### config.mk
export PLATFORM = sky130hd
export DESIGN_NAME = ecc_76_err_monitor
export DESIGN_NICKNAME = d
export VERILOG_FILES = /design/src/rtl/ecc_76_pkg.sv /design/src/rtl/ecc_sat_cnt.sv /design/src/rtl/ecc_76_err_monitor.sv
export SDC_FILE = /design/constraint.sdc
export NUM_CORES = 1
export LEC_CHECK = 0
export ABC_AREA = 1
export BUFFER_PORTS_ARGS = -buffer_cell sky130_fd_sc_hd__clkbuf_2
export CORE_MARGIN = 2
export CORE_UTILIZATION = 44
export DETAILED_ROUTE_END_ITERATION = 16
export GPL_TIMING_DRIVEN = 0
export PLACE_DENSITY = 0.76
export SLEW_MARGIN = 10
export SYNTH_ARGS = -nofsm -noshare
export SYNTH_HDL_FRONTEND = slang
export SYNTH_SLANG_ARGS = --single-unit
### constraint.sdc
create_clock -name clk -period 1.4 [get_ports clk]
set_input_delay 0.14 -clock clk [delete_from_list [all_inputs] [get_ports clk]]
set_output_delay 0.14 -clock clk [all_outputs]
set_load 0.02 [all_outputs]
### src/rtl/ecc_76_pkg.sv
// rtl/ecc_76_pkg.sv - shared encodings and classifier for the 76-bit ECC error monitor
package ecc_76_pkg;

    typedef enum logic [1:0] {
        ERR_NONE  = 2'd0,
        ERR_SBIT  = 2'd1,
        ERR_DBIT  = 2'd2,
        ERR_FAULT = 2'd3
    } err_type_e;

    typedef enum logic {
        LOG_EMPTY = 1'b0,
        LOG_HELD  = 1'b1
    } log_state_e;

    // One class per beat; a checker fault outranks whatever the decoder reported.
    function automatic err_type_e classify(input logic vld, input logic sbit,
                                           input logic dbit, input logic fault);
        err_type_e cls;
        cls = ERR_NONE;
        if (vld) begin
            if (fault)
                cls = ERR_FAULT;
            else if (dbit)
                cls = ERR_DBIT;
            else if (sbit)
                cls = ERR_SBIT;
        end
        return cls;
    endfunction

endpackage

### src/rtl/ecc_sat_cnt.sv
// rtl/ecc_sat_cnt.sv - saturating event counter with clear-then-increment semantics
module ecc_sat_cnt #(
    parameter int CNT_WIDTH = 16
) (
    input  logic                 clk,
    input  logic                 rst_n,
    input  logic                 inc,
    input  logic                 clr,
    output logic [CNT_WIDTH-1:0] cnt
);

    localparam logic [CNT_WIDTH-1:0] CNT_MAX = '1;
    localparam logic [CNT_WIDTH-1:0] CNT_ONE = {{(CNT_WIDTH-1){1'b0}}, 1'b1};

    always_ff @(posedge clk or negedge rst_n) begin
        if (!rst_n)
            cnt <= '0;
        else if (clr)
            cnt <= inc ? CNT_ONE : '0;
        else if (inc && (cnt != CNT_MAX))
            cnt <= cnt + CNT_ONE;
    end

endmodule

### src/rtl/ecc_76_err_monitor.sv
// rtl/ecc_76_err_monitor.sv - registers/poisons checked read data, counts and logs ECC events, raises irq
module ecc_76_err_monitor
    import ecc_76_pkg::*;
#(
    parameter int DATA_WIDTH = 76,
    parameter int ADDR_WIDTH = 8,
    parameter int CNT_WIDTH  = 16,
    parameter bit POISON_EN  = 1'b1
) (
    input  logic                  clk,
    input  logic                  rst_n,
    input  logic                  rd_vld,
    input  logic [ADDR_WIDTH-1:0] rd_addr,
    input  logic [DATA_WIDTH-1:0] data_in,
    input  logic                  sbit_err,
    input  logic                  dbit_err,
    input  logic                  ecc_fault,
    input  logic                  clr,
    input  logic [2:0]            irq_en,
    output logic [DATA_WIDTH-1:0] data_out,
    output logic                  data_vld,
    output logic [CNT_WIDTH-1:0]  sbit_cnt,
    output logic [CNT_WIDTH-1:0]  dbit_cnt,
    output logic [CNT_WIDTH-1:0]  fault_cnt,
    output logic                  err_vld,
    output logic [ADDR_WIDTH-1:0] err_addr,
    output logic [1:0]            err_type,
    output logic                  irq
);

    err_type_e  cls;
    logic       is_sbit, is_dbit, is_fault, is_err;
    logic       poison;
    logic [2:0] sticky, sticky_nxt;
    log_state_e state, state_nxt;
    logic       log_capture;

    assign cls      = classify(rd_vld, sbit_err, dbit_err, ecc_fault);
    assign is_sbit  = (cls == ERR_SBIT);
    assign is_dbit  = (cls == ERR_DBIT);
    assign is_fault = (cls == ERR_FAULT);
    assign is_err   = (cls != ERR_NONE);
    assign poison   = POISON_EN && rd_vld && (dbit_err || ecc_fault);

    // Data path is untouched by clr.
    always_ff @(posedge clk or negedge rst_n) begin
        if (!rst_n) begin
            data_out <= '0;
            data_vld <= 1'b0;
        end else begin
            data_out <= poison ? {DATA_WIDTH{1'b1}} : data_in;
            data_vld <= rd_vld;
        end
    end

    ecc_sat_cnt #(.CNT_WIDTH(CNT_WIDTH)) u_sbit_cnt (
        .clk(clk), .rst_n(rst_n), .inc(is_sbit), .clr(clr), .cnt(sbit_cnt)
    );

    ecc_sat_cnt #(.CNT_WIDTH(CNT_WIDTH)) u_dbit_cnt (
        .clk(clk), .rst_n(rst_n), .inc(is_dbit), .clr(clr), .cnt(dbit_cnt)
    );

    ecc_sat_cnt #(.CNT_WIDTH(CNT_WIDTH)) u_fault_cnt (
        .clk(clk), .rst_n(rst_n), .inc(is_fault), .clr(clr), .cnt(fault_cnt)
    );

    // irq is taken from the next sticky value so it rises with the counters.
    assign sticky_nxt = (clr ? 3'b000 : sticky) | {is_fault, is_dbit, is_sbit};

    always_ff @(posedge clk or negedge rst_n) begin
        if (!rst_n) begin
            sticky <= 3'b000;
            irq    <= 1'b0;
        end else begin
            sticky <= sticky_nxt;
            irq    <= |(sticky_nxt & irq_en);
        end
    end

    always_ff @(posedge clk or negedge rst_n) begin
        if (!rst_n)
            state <= LOG_EMPTY;
        else
            state <= state_nxt;
    end

    always_comb begin
        state_nxt = state;
        case (state)
            LOG_EMPTY: if (is_err) state_nxt = LOG_HELD;
            LOG_HELD:  if (clr && !is_err) state_nxt = LOG_EMPTY;
            default:   state_nxt = LOG_EMPTY;
        endcase
    end

    // A clear in HELD reopens the log, so a same-cycle error is captured again.
    always_comb begin
        err_vld     = (state == LOG_HELD);
        log_capture = is_err && ((state == LOG_EMPTY) || clr);
    end

    always_ff @(posedge clk or negedge rst_n) begin
        if (!rst_n) begin
            err_addr <= '0;
            err_type <= ERR_NONE;
        end else if (log_capture) begin
            err_addr <= rd_addr;
            err_type <= cls;
        end else if (clr) begin
            err_addr <= '0;
            err_type <= ERR_NONE;
        end
    end

endmodule

==> impl_metrics.ini, run 1 <==
[place]
post-place-ws_ns = -0.421
dp_hpwl_um = 11600
routabilityCongestion = 0.881
port_buffers = 230
postPlaceCellArea_sq_um = 7630

[logic_synthesis]
synth.largest_area_cell = dfrtp_1
ys_warn_count = 0
syn_nets = 759
synth_top_family_by_area = simple AND/OR/NAND/NOR gates
synth_compound_area_share_pct = 2.31
netlist_area_sq_um = 6110
synth_area_per_cell_sq_um = 9.24
ys_top_cells_by_area = dfrtp_1 57%, nand2_1 11%, or2_2 8.0%
ys_seq_area_share_pct = 57.3
synth-seq-cells = 140
synthMuxAreaShare_pct = 0
synth_top_cell_area_share_pct = 57.3
synthSimpleGateAreaFrac_pct = 33.3
synth_xor_area_share_pct = 2.44
synthCells = 662
synth-async-reset-ratio_pct = 100
synth_cell_types = 25
synth_fa_ha_area_share_pct = 0.614
synth_ff_type = dfrtp_1
synth_edf_count = 0

[cts]
cts_tree = done
path_clk_slew_ns = 0.06
cts_htree_levels = 4
insertion_delay_ns = 0.42
cts.sinks = 140
clock_path_buffers = 2
numCtsBuffers = 17
cts_root_buffer = clkbuf_16

[detailed_routing]
drc = 0
via_count = 6289
dr.pass1.iters = 5
detail-route-antenna-nets = 0
drt_iter0_drc = 420
routed_wl_um = 20900
routed_via_density = 5.01
wire_per_inst_um = 16.6

[outcome]
status = finished, violations left
violations = setup timing

[sta]
fin_crit_sh_pct = 109
fin_crit_ns = 1.53
whs_ns = 0.0723
fmax_ghz = 0.655
worst_slew_pin_slew_ns = 0.642
layout_setup_ws_ns = -0.128
finalHoldViolCount = 0
drv_slew = 0
rsz0062_at_grt = true
setup_tns_ns = -2.94
setup_violations = 37
skew_ns = 0.0101
maxSlewHeadroom_pct = 57.2

[min_path]
hp-class = in -> reg

[cells_and_area]
fin_util_pct = 72.6
n_antenna_cell = 0
area_growth_pct = 62.9
nets = 1159
drive_above_1_share_pct = 51.4
design_area_sq_um = 9960

[grt]
grt_pass1_vias = 6148
grt_pass1_wl_um = 31200
grt_max_degree = 77
grt_overflow = 0
track_usage_pct = 27.4
antenna_found_initial = 0

[floorplan]
die_area_sq_um = 14900
placementRows = 43
die_y_um = 122
die_w_um = 122
core_sq_um = 13700
initial_core_util_pct = 44.6
ios = 231

[critical_path]
crit_path_start_kind = flop
cp_max_fo = 7
crit_arrival_ns = 1.83
path_class = reg -> reg
cp-end-kind = flop
cp_data_required_time_ns = 1.70

[power_and_ir_drop]
power.leakage_nw = 4.96
worst_ir_drop_vdd_uv = 718
power.density_nw_per_um2 = 1020

[flow_run]
maxCapViolations = 0
## through the flow
stage | power [mW] | instances
after detailed placement | 5.52 | 1073
after floorplan | 4.98 | 662
final | 10.1 | 1255
after global placement | 5.50 | 1072
after CTS | 10.0 | 1229
after global routing | 10.4 | 1255
## cell families (layout without fill, tap and decap cells)
logic type,Yosys count,in the layout
and+or+nand+nor,423,423
xor gates and xnor gates,17,17
adders and majority gates,3,3
DFF,140,140
buffers and inverters,55,468
AOI/OAI and AO/OA,24,24
## worst max-delay path, cell delays in order, from the launching register on
cell     delay [ns]
dfrtp_2        0.43
ha_4           0.17
nand2_4        0.08
nor2_4         0.04
nand2_2        0.08
nor2_4         0.05
nor2_4         0.21
nor2_8         0.09
buf_6          0.15
nand2_2        0.06
nand2_2        0.05
## repair_timing
| item | CTS | global route |
|---|---|---|
| resized for setup | 49 | 88 |
| setup buffers | 31 | 26 |
| endpoints found under the setup margin | 47 | 50 |
| pin swaps | 17 | 30 |
| hold buffers | 89 | 0 |
| endpoints found under the hold margin | 151 | 0 |
| gates cloned | 4 | 0 |
## state kept, by name, summed over array words and instances, names as in the netlist
register and count:
sticky 3, u_sbit_cnt.cnt 16, err_addr 8, data_out 76
data_vld 1, err_type 2, u_fault_cnt.cnt 16, err_vld 1
u_dbit_cnt.cnt 16, irq 1
## Yosys cell counts, drive strengths merged, types with 3 or more instances
cell type and count:
nand2 187, dfrtp 140, or2 78, nand3 77, nor2 55, inv 35, nand4 24, xor2 15
o21ai 13, buf 11, clkbuf 9, o21bai 7, a21oi 4, ha 3
## area by class of cell
class	count	area [sq um]
Buffer	20	114
Clock inverter	11	83.8
Clock buffer	21	480
Inverter	35	136
Sequential cell	140	3550
Fill cell	916	3760
Timing Repair Buffer	381	2600
Tap cell	180	225
Multi-Input combinational cell	467	2780
## report_power, final
part,total (mW),internal (mW),switching (mW),leakage [nW]
Clock,4.29,2.47,1.81,0.280
Sequential,4.34,4.25,0.0916,1.62
Combinational,1.51,0.649,0.857,3.06
Total,10.1,7.37,2.76,4.96
## layout by cell type, fill, tap and decap left out, types with 10 or more instances in the layout
| master | instances |
|---|---|
| nand2_2 | 37 |
| nor2_1 | 34 |
| nand3_1 | 55 |
| dfrtp_1 | 105 |
| buf_4 | 49 |
| nand4_1 | 23 |
| nand3_2 | 18 |
| nor2_4 | 10 |
| or2_2 | 78 |
| clkbuf_2 | 228 |
| nand2_1 | 142 |
| buf_6 | 16 |
| xor2_1 | 14 |
| dfrtp_2 | 35 |
| inv_1 | 31 |
| dlygate4sd3_1 | 89 |
| clkbuf_16 | 17 |
## final timing paths
kind,start,end,slack (ns),cells past startpoint
min reg2reg,sticky[2]$_DFF_PN0_,sticky[2]$_DFF_PN0_,0.48,2
min,rd_vld,err_vld$_DFF_PN0_,0.07,3
max reg2reg,u_fault_cnt.cnt[1]$_DFFE_PN0P_,u_fault_cnt.cnt[12]$_DFFE_PN0P_,-0.13,10
max in group asynchronous,rst_n,u_sbit_cnt.cnt[9]$_DFFE_PN0P_,0.37,3
min in group asynchronous,rst_n,u_fault_cnt.cnt[5]$_DFFE_PN0P_,0.26,2
max,u_fault_cnt.cnt[1]$_DFFE_PN0P_,u_fault_cnt.cnt[12]$_DFFE_PN0P_,-0.13,10
## per-layer routing
metal / track usage, % / routed length [um] / share of wire (%)
met4: 11.0 / 654 / 3.1
met2: 47.4 / 10900 / 52
met5: 0 / 0 / 0
met1: 32.6 / 7890 / 38
met3: 7.02 / 1400 / 6.7
Power figures use the tool's default switching activity.
==> run 2, diff against run 1 <==
--- a/config.mk
+++ b/config.mk
@@ -6,12 +6,13 @@
 export NUM_CORES = 1
 export LEC_CHECK = 0
 export ABC_AREA = 1
-export BUFFER_PORTS_ARGS = -buffer_cell sky130_fd_sc_hd__clkbuf_2
+export BUFFER_PORTS_ARGS = -buffer_cell sky130_fd_sc_hd__buf_2
 export CORE_MARGIN = 2
 export CORE_UTILIZATION = 44
 export DETAILED_ROUTE_END_ITERATION = 16
+export GPL_ROUTABILITY_DRIVEN = 0
 export GPL_TIMING_DRIVEN = 0
-export PLACE_DENSITY = 0.76
+export PLACE_DENSITY = 0.88
 export SLEW_MARGIN = 10
 export SYNTH_ARGS = -nofsm -noshare
 export SYNTH_HDL_FRONTEND = slang
==> run 2 against run 1 <==
  * Clock skew is essentially flat
  * The run still ends with setup timing left
  * Setup slack lost 0.11 ns
  * Via count grew 4.6%
  * Critical path depth shrank 1
  * Final cell count shrank 0.48%
  * Die area is the same
  * Critical path type unchanged
  * Maximum frequency shrank 6.9%
  * Largest cell class unchanged
  * Critical endpoint is now u_fault_cnt.cnt[10]$_DFFE_PN0P_
==> impl_metrics.ini, run 2 (synthesized netlist as in run 1, its figures left out) <==
[floorplan]
die_y_um = 122
placementRows = 43
ios = 231
die_area_sq_um = 14900
initial_core_util_pct = 44.6
core_sq_um = 13700
die_w_um = 122

[sta]
rsz0062_at_grt = true
setup_violations = 38
layout_setup_ws_ns = -0.241
drv_slew = 0
fin_crit_ns = 1.64
fmax_ghz = 0.609
fin_crit_sh_pct = 117
worst_slew_pin_slew_ns = 0.628
maxSlewHeadroom_pct = 58.2
skew_ns = 0.00978
finalHoldViolCount = 0
setup_tns_ns = -3.43

[power_and_ir_drop]
power.density_nw_per_um2 = 1070
worst_ir_drop_vdd_uv = 859
power.leakage_nw = 4.95
power.total_mw = 10.7

[cells_and_area]
area_growth_pct = 63.3
nets = 1153
layout_commonest_cell = buf_2
largest_reg_flops = 76
stdcell_count = 1249
n_antenna_cell = 0
most-common-layout-cells = 235 x buf_2, 138 x nand2_1, 107 x dfrtp_1
regMostFlops = data_out
drive_above_1_share_pct = 50.8
fin_util_pct = 72.8

[critical_path]
crit_path_start_kind = flop
cp-end-kind = flop
cpPeakStageDelay_ns = 0.39
timing.reg2reg.setup_slack_ns = -0.24
rr_startpoint = u_fault_cnt.cnt[0]$_DFFE_PN0P_
r2r-end = u_fault_cnt.cnt[10]$_DFFE_PN0P_
reg2reg_depth = 9
crit_arrival_ns = 1.98
cp_data_required_time_ns = 1.74
worstPathCellList = ha_4 > nand2_4 > nor2_4 > buf_4 > buf_4 > nand3_1 > xnor2_1 > nand3_1 > nand2_2
crit_slowest_cell = dfrtp_2
path_class = reg -> reg
cp_max_fo = 3

[grt]
grt_max_degree = 78
grt_overflow = 0
grt_pass1_vias = 6247
antenna_found_initial = 0
grt_pass1_wl_um = 32500
track_usage_pct = 28.3

[place]
port_buffers = 230
post-place-ws_ns = -0.364
dp_hpwl_um = 12200
dp.cells = 1073

[detailed_routing]
routed_wl_um = 22500
dr.pass1.iters = 5
detail-route-antenna-nets = 0
wire_per_inst_um = 18.0
drt_iter0_drc = 609
routed_via_density = 5.27
drc = 0
via_count = 6576

[cts]
cts.sinks = 140
insertion_delay_ns = 0.41
path_clk_slew_ns = 0.07
cts_root_buffer = clkbuf_16
cts_tree = done
cts_htree_levels = 4
clock_path_buffers = 2
numCtsBuffers = 17

[min_path]
holdPathEnd = err_vld$_DFF_PN0_
hold_depth = 3
min-delay-start = rd_vld
hp-class = in -> reg

[outcome]
violations = setup timing
status = finished, violations left

[flow_run]
maxCapViolations = 0
## run 2: per-layer routing
layer  global-route usage (%)  part of all wire [%]
met5                        0                     0
met1                     34.4                    37
met4                     11.7                   4.1
met3                     5.99                   7.4
met2                     49.0                    52
## run 2: worst max path at each step
stage / startpoint / endpoint / slack, ns / cells after the start
2_1_floorplan: u_dbit_cnt.cnt[0]$_DFFE_PN0P_ / u_dbit_cnt.cnt[11]$_DFFE_PN0P_ / -0.12 / 10
3_3_place_gp: rst_n / u_dbit_cnt.cnt[1]$_DFFE_PN0P_ / -1.94 / 1
3_5_place_dp: u_dbit_cnt.cnt[1]$_DFFE_PN0P_ / u_dbit_cnt.cnt[9]$_DFFE_PN0P_ / -0.36 / 8
4_1_cts: u_dbit_cnt.cnt[1]$_DFFE_PN0P_ / u_dbit_cnt.cnt[11]$_DFFE_PN0P_ / -0.11 / 10
5_1_grt: u_fault_cnt.cnt[0]$_DFFE_PN0P_ / u_fault_cnt.cnt[10]$_DFFE_PN0P_ / -0.24 / 9
6_report: u_fault_cnt.cnt[0]$_DFFE_PN0P_ / u_fault_cnt.cnt[10]$_DFFE_PN0P_ / -0.24 / 9
## run 2: final cells by class
cell class	count	area, sq um
inverters	35	136
plain buffers	20	120
well taps	180	225
clock buffers	19	453
clock inverters	13	178
flip-flops and latches	140	3540
repair buffers	375	2540
multi-input cells	467	2790
fillers	867	3740
## run 2: where the power goes
group | leakage (nW) | internal (mW) | total [mW] | switching, mW
Sequential | 1.62 | 4.25 | 4.34 | 0.0944
Combinational | 3.02 | 0.648 | 1.52 | 0.867
Clock | 0.310 | 2.95 | 4.82 | 1.88
Total | 4.95 | 7.84 | 10.7 | 2.84
## run 2: worst max-delay path: cells and delay by family (launching register included)
family / cells / cell delay (ns)
buffers and inverters: 2 / 0.23
xor gates and xnor gates: 1 / 0.24
DFF: 1 / 0.39
adders and majority gates: 1 / 0.16
and+or+nand+nor: 5 / 0.56
## run 2: repair_timing
action,in CTS,in global routing
pin swaps,20,22
hold buffers,89,0
resized for setup,42,90
setup buffers,28,24
endpoints found under the setup margin,47,49
hold endpoints to repair,150,0
gates cloned,3,0
## run 2: metrics by stage
stage                     hold slack (ns)  cell area (sq um)
final                              0.0706               9980
after global routing               0.0952               9980
after CTS                          0.0398               9520
after detailed placement            0.169               7630
after global placement              0.322               7590
after floorplan                    -0.156               6220
==> run 3, diff against run 2 <==
--- a/config.mk
+++ b/config.mk
@@ -7,12 +7,14 @@
 export LEC_CHECK = 0
 export ABC_AREA = 1
 export BUFFER_PORTS_ARGS = -buffer_cell sky130_fd_sc_hd__buf_2
+export CELL_PAD_IN_SITES_DETAIL_PLACEMENT = 1
+export CELL_PAD_IN_SITES_GLOBAL_PLACEMENT = 1
 export CORE_MARGIN = 2
-export CORE_UTILIZATION = 44
+export CORE_UTILIZATION = 32
 export DETAILED_ROUTE_END_ITERATION = 16
 export GPL_ROUTABILITY_DRIVEN = 0
 export GPL_TIMING_DRIVEN = 0
-export PLACE_DENSITY = 0.88
+export PLACE_DENSITY = 0.87
 export SLEW_MARGIN = 10
 export SYNTH_ARGS = -nofsm -noshare
 export SYNTH_HDL_FRONTEND = slang
==> run 3 against run 2 <==
  * The flow still finishes with violations (setup timing)
  * Utilization down 18 points
  * Sequential power hardly changed
  * Clock-buffer cell count fell by 2
  * Critical path type unchanged
  * Critical endpoint is now u_dbit_cnt.cnt[4]$_DFFE_PN0P_
  * Largest cell class unchanged
==> impl_metrics.ini, run 3 (synthesized netlist as in run 1, its figures left out) <==
[cts]
clock_path_buffers = 2
path_clk_slew_ns = 0.07
cts_root_buffer = clkbuf_16
cts_htree_levels = 4
numCtsBuffers = 17
cts.sinks = 140
cts_tree = done
insertion_delay_ns = 0.43

[cells_and_area]
fin_util_pct = 54.3
nets = 1162
drive_above_1_share_pct = 51.2
stdcell_count = 1313
layout_commonest_cell = buf_2
area_growth_pct = 66.1
design_area_sq_um = 10200
regMostFlops = data_out
largest_reg_flops = 76
most-common-layout-cells = 232 x buf_2, 142 x nand2_1, 105 x dfrtp_1

[min_path]
min-delay-start = ecc_fault
holdPathEnd = err_vld$_DFF_PN0_
hp-class = in -> reg
hold_depth = 3

[sta]
fmax_ghz = 0.631
worst_slew_pin_slew_ns = 0.604
layout_setup_ws_ns = -0.185
drv_slew = 0
maxSlewHeadroom_pct = 59.7
finalHoldViolCount = 0
setup_tns_ns = -4.52
fin_crit_ns = 1.59
fin_crit_sh_pct = 113
rsz0062_at_grt = true
skew_ns = 0.0217
setup_violations = 43

[detailed_routing]
drt_iter0_drc = 219
drc = 0
via_count = 6398
wire_per_inst_um = 19.5
detail-route-antenna-nets = 0
dr.pass1.iters = 4
routed_wl_um = 25600
routed_via_density = 4.87

[critical_path]
worstPathCellList = ha_4 > nand2_4 > nor2_4 > nand2_4 > nor2_4 > nor2_4 > nor2_8 > clkbuf_16 > nand2_4 > nand2_2
r2r-end = u_dbit_cnt.cnt[4]$_DFFE_PN0P_
path_delay_family = simple AND/OR/NAND/NOR gates
cp_num_buf_inv = 1
cp_max_fo = 5
crit_slowest_cell = dfrtp_2
timing.reg2reg.setup_slack_ns = -0.19
path_class = reg -> reg
rr_startpoint = u_dbit_cnt.cnt[0]$_DFFE_PN0P_
crit_arrival_ns = 1.93
cp-end-kind = flop
cp_data_required_time_ns = 1.75
cpPeakStageDelay_ns = 0.42
crit_path_start_kind = flop
reg2reg_depth = 10

[grt]
grt_overflow = 0
grt_pass1_wl_um = 37800
grt_pass1_vias = 6818
track_usage_pct = 24.4
antenna_found_initial = 1
grt_max_degree = 72

[floorplan]
core_sq_um = 18700
die_area_sq_um = 20200
initial_core_util_pct = 32.7
placementRows = 50
die_w_um = 142
ios = 231
die_y_um = 142

[power_and_ir_drop]
power.density_nw_per_um2 = 1030
worst_ir_drop_vdd_uv = 761
power.leakage_nw = 5.04

[place]
postPlaceCellArea_sq_um = 7700
dp_hpwl_um = 14600
dp.cells = 1127
post-place-ws_ns = -0.397
port_buffers = 230

[outcome]
status = finished, violations left
violations = setup timing

[flow_run]
maxCapViolations = 0
==> run 3: cell count changes in the layout (fill, tap and decap cells not counted), moves of 4 or more <==
cell,previous run,this run
nand2_2,40,31
buf_4,46,54
clkinv_4,5,0
clkinv_8,0,5
nand2_4,8,13
nand3_1,57,62
nand2_1,138,142
nand3_2,16,12
==> run 3: worst reg2reg max path: stages, from the launching register on <==
cell       delay, ns
dfrtp_2         0.42
ha_4            0.17
nand2_4         0.06
nor2_4          0.14
nand2_4         0.08
nor2_4          0.14
nor2_4          0.08
nor2_8          0.15
clkbuf_16       0.18
nand2_4         0.05
nand2_2         0.05
==> run 3: stage by stage <==
step	hold WS [ns]	power [mW]
5_1_grt	0.0447	10.9
6_report	0.0343	10.5
3_5_place_dp	0.141	5.58
3_3_place_gp	0.325	5.53
4_1_cts	0.0136	10.4
2_1_floorplan	-0.156	4.98
==> run 3: final cells by class <==
| type | instances | area [sq um] |
|---|---|---|
| clock buffer | 17 | 425 |
| sequential | 140 | 3550 |
| inverter | 35 | 140 |
| clock inverter | 15 | 170 |
| fill | 2129 | 8550 |
| antenna | 1 | 2.50 |
| buffer | 20 | 125 |
| tap | 234 | 293 |
| timing repair buffer | 384 | 2670 |
| multi-input combinational | 467 | 2780 |
==> run 3: timing repair <==
item / 4_1_cts / 5_1_grt
gates cloned: 0 / 3
pin swaps: 14 / 16
resized for setup: 42 / 98
endpoints found under the setup margin: 47 / 62
setup buffers: 27 / 36
hold endpoints to repair: 155 / 0
hold buffers: 88 / 0
==> run 3: routing by layer <==
metal	part of all wire (%)	vias up	track usage (%)
met3	5.0	45	5.92
met2	54	211	44.3
li1	-	2928	-
met4	2.4	0	8.58
met1	39	3214	28.0
met5	0	-	0
==> run 3: worst max path at each step <==
stage	from	endpoint	slack [ns]	cells after the start
finish	u_dbit_cnt.cnt[0]$_DFFE_PN0P_	u_dbit_cnt.cnt[4]$_DFFE_PN0P_	-0.19	10
floorplan	u_dbit_cnt.cnt[0]$_DFFE_PN0P_	u_dbit_cnt.cnt[11]$_DFFE_PN0P_	-0.12	10
CTS	u_fault_cnt.cnt[0]$_DFFE_PN0P_	u_fault_cnt.cnt[1]$_DFFE_PN0P_	-0.12	10
detailed placement	u_dbit_cnt.cnt[0]$_DFFE_PN0P_	u_dbit_cnt.cnt[9]$_DFFE_PN0P_	-0.40	8
global placement	rst_n	u_sbit_cnt.cnt[8]$_DFFE_PN0P_	-2.11	1
global route	u_dbit_cnt.cnt[0]$_DFFE_PN0P_	u_dbit_cnt.cnt[9]$_DFFE_PN0P_	-0.27	10
==> run 3: report_power, final <==
part           internal, mW  total (mW)  switching [mW]
combinational         0.682        1.59           0.908
clock                  2.41        4.58            2.17
sequential             4.24        4.34          0.0951
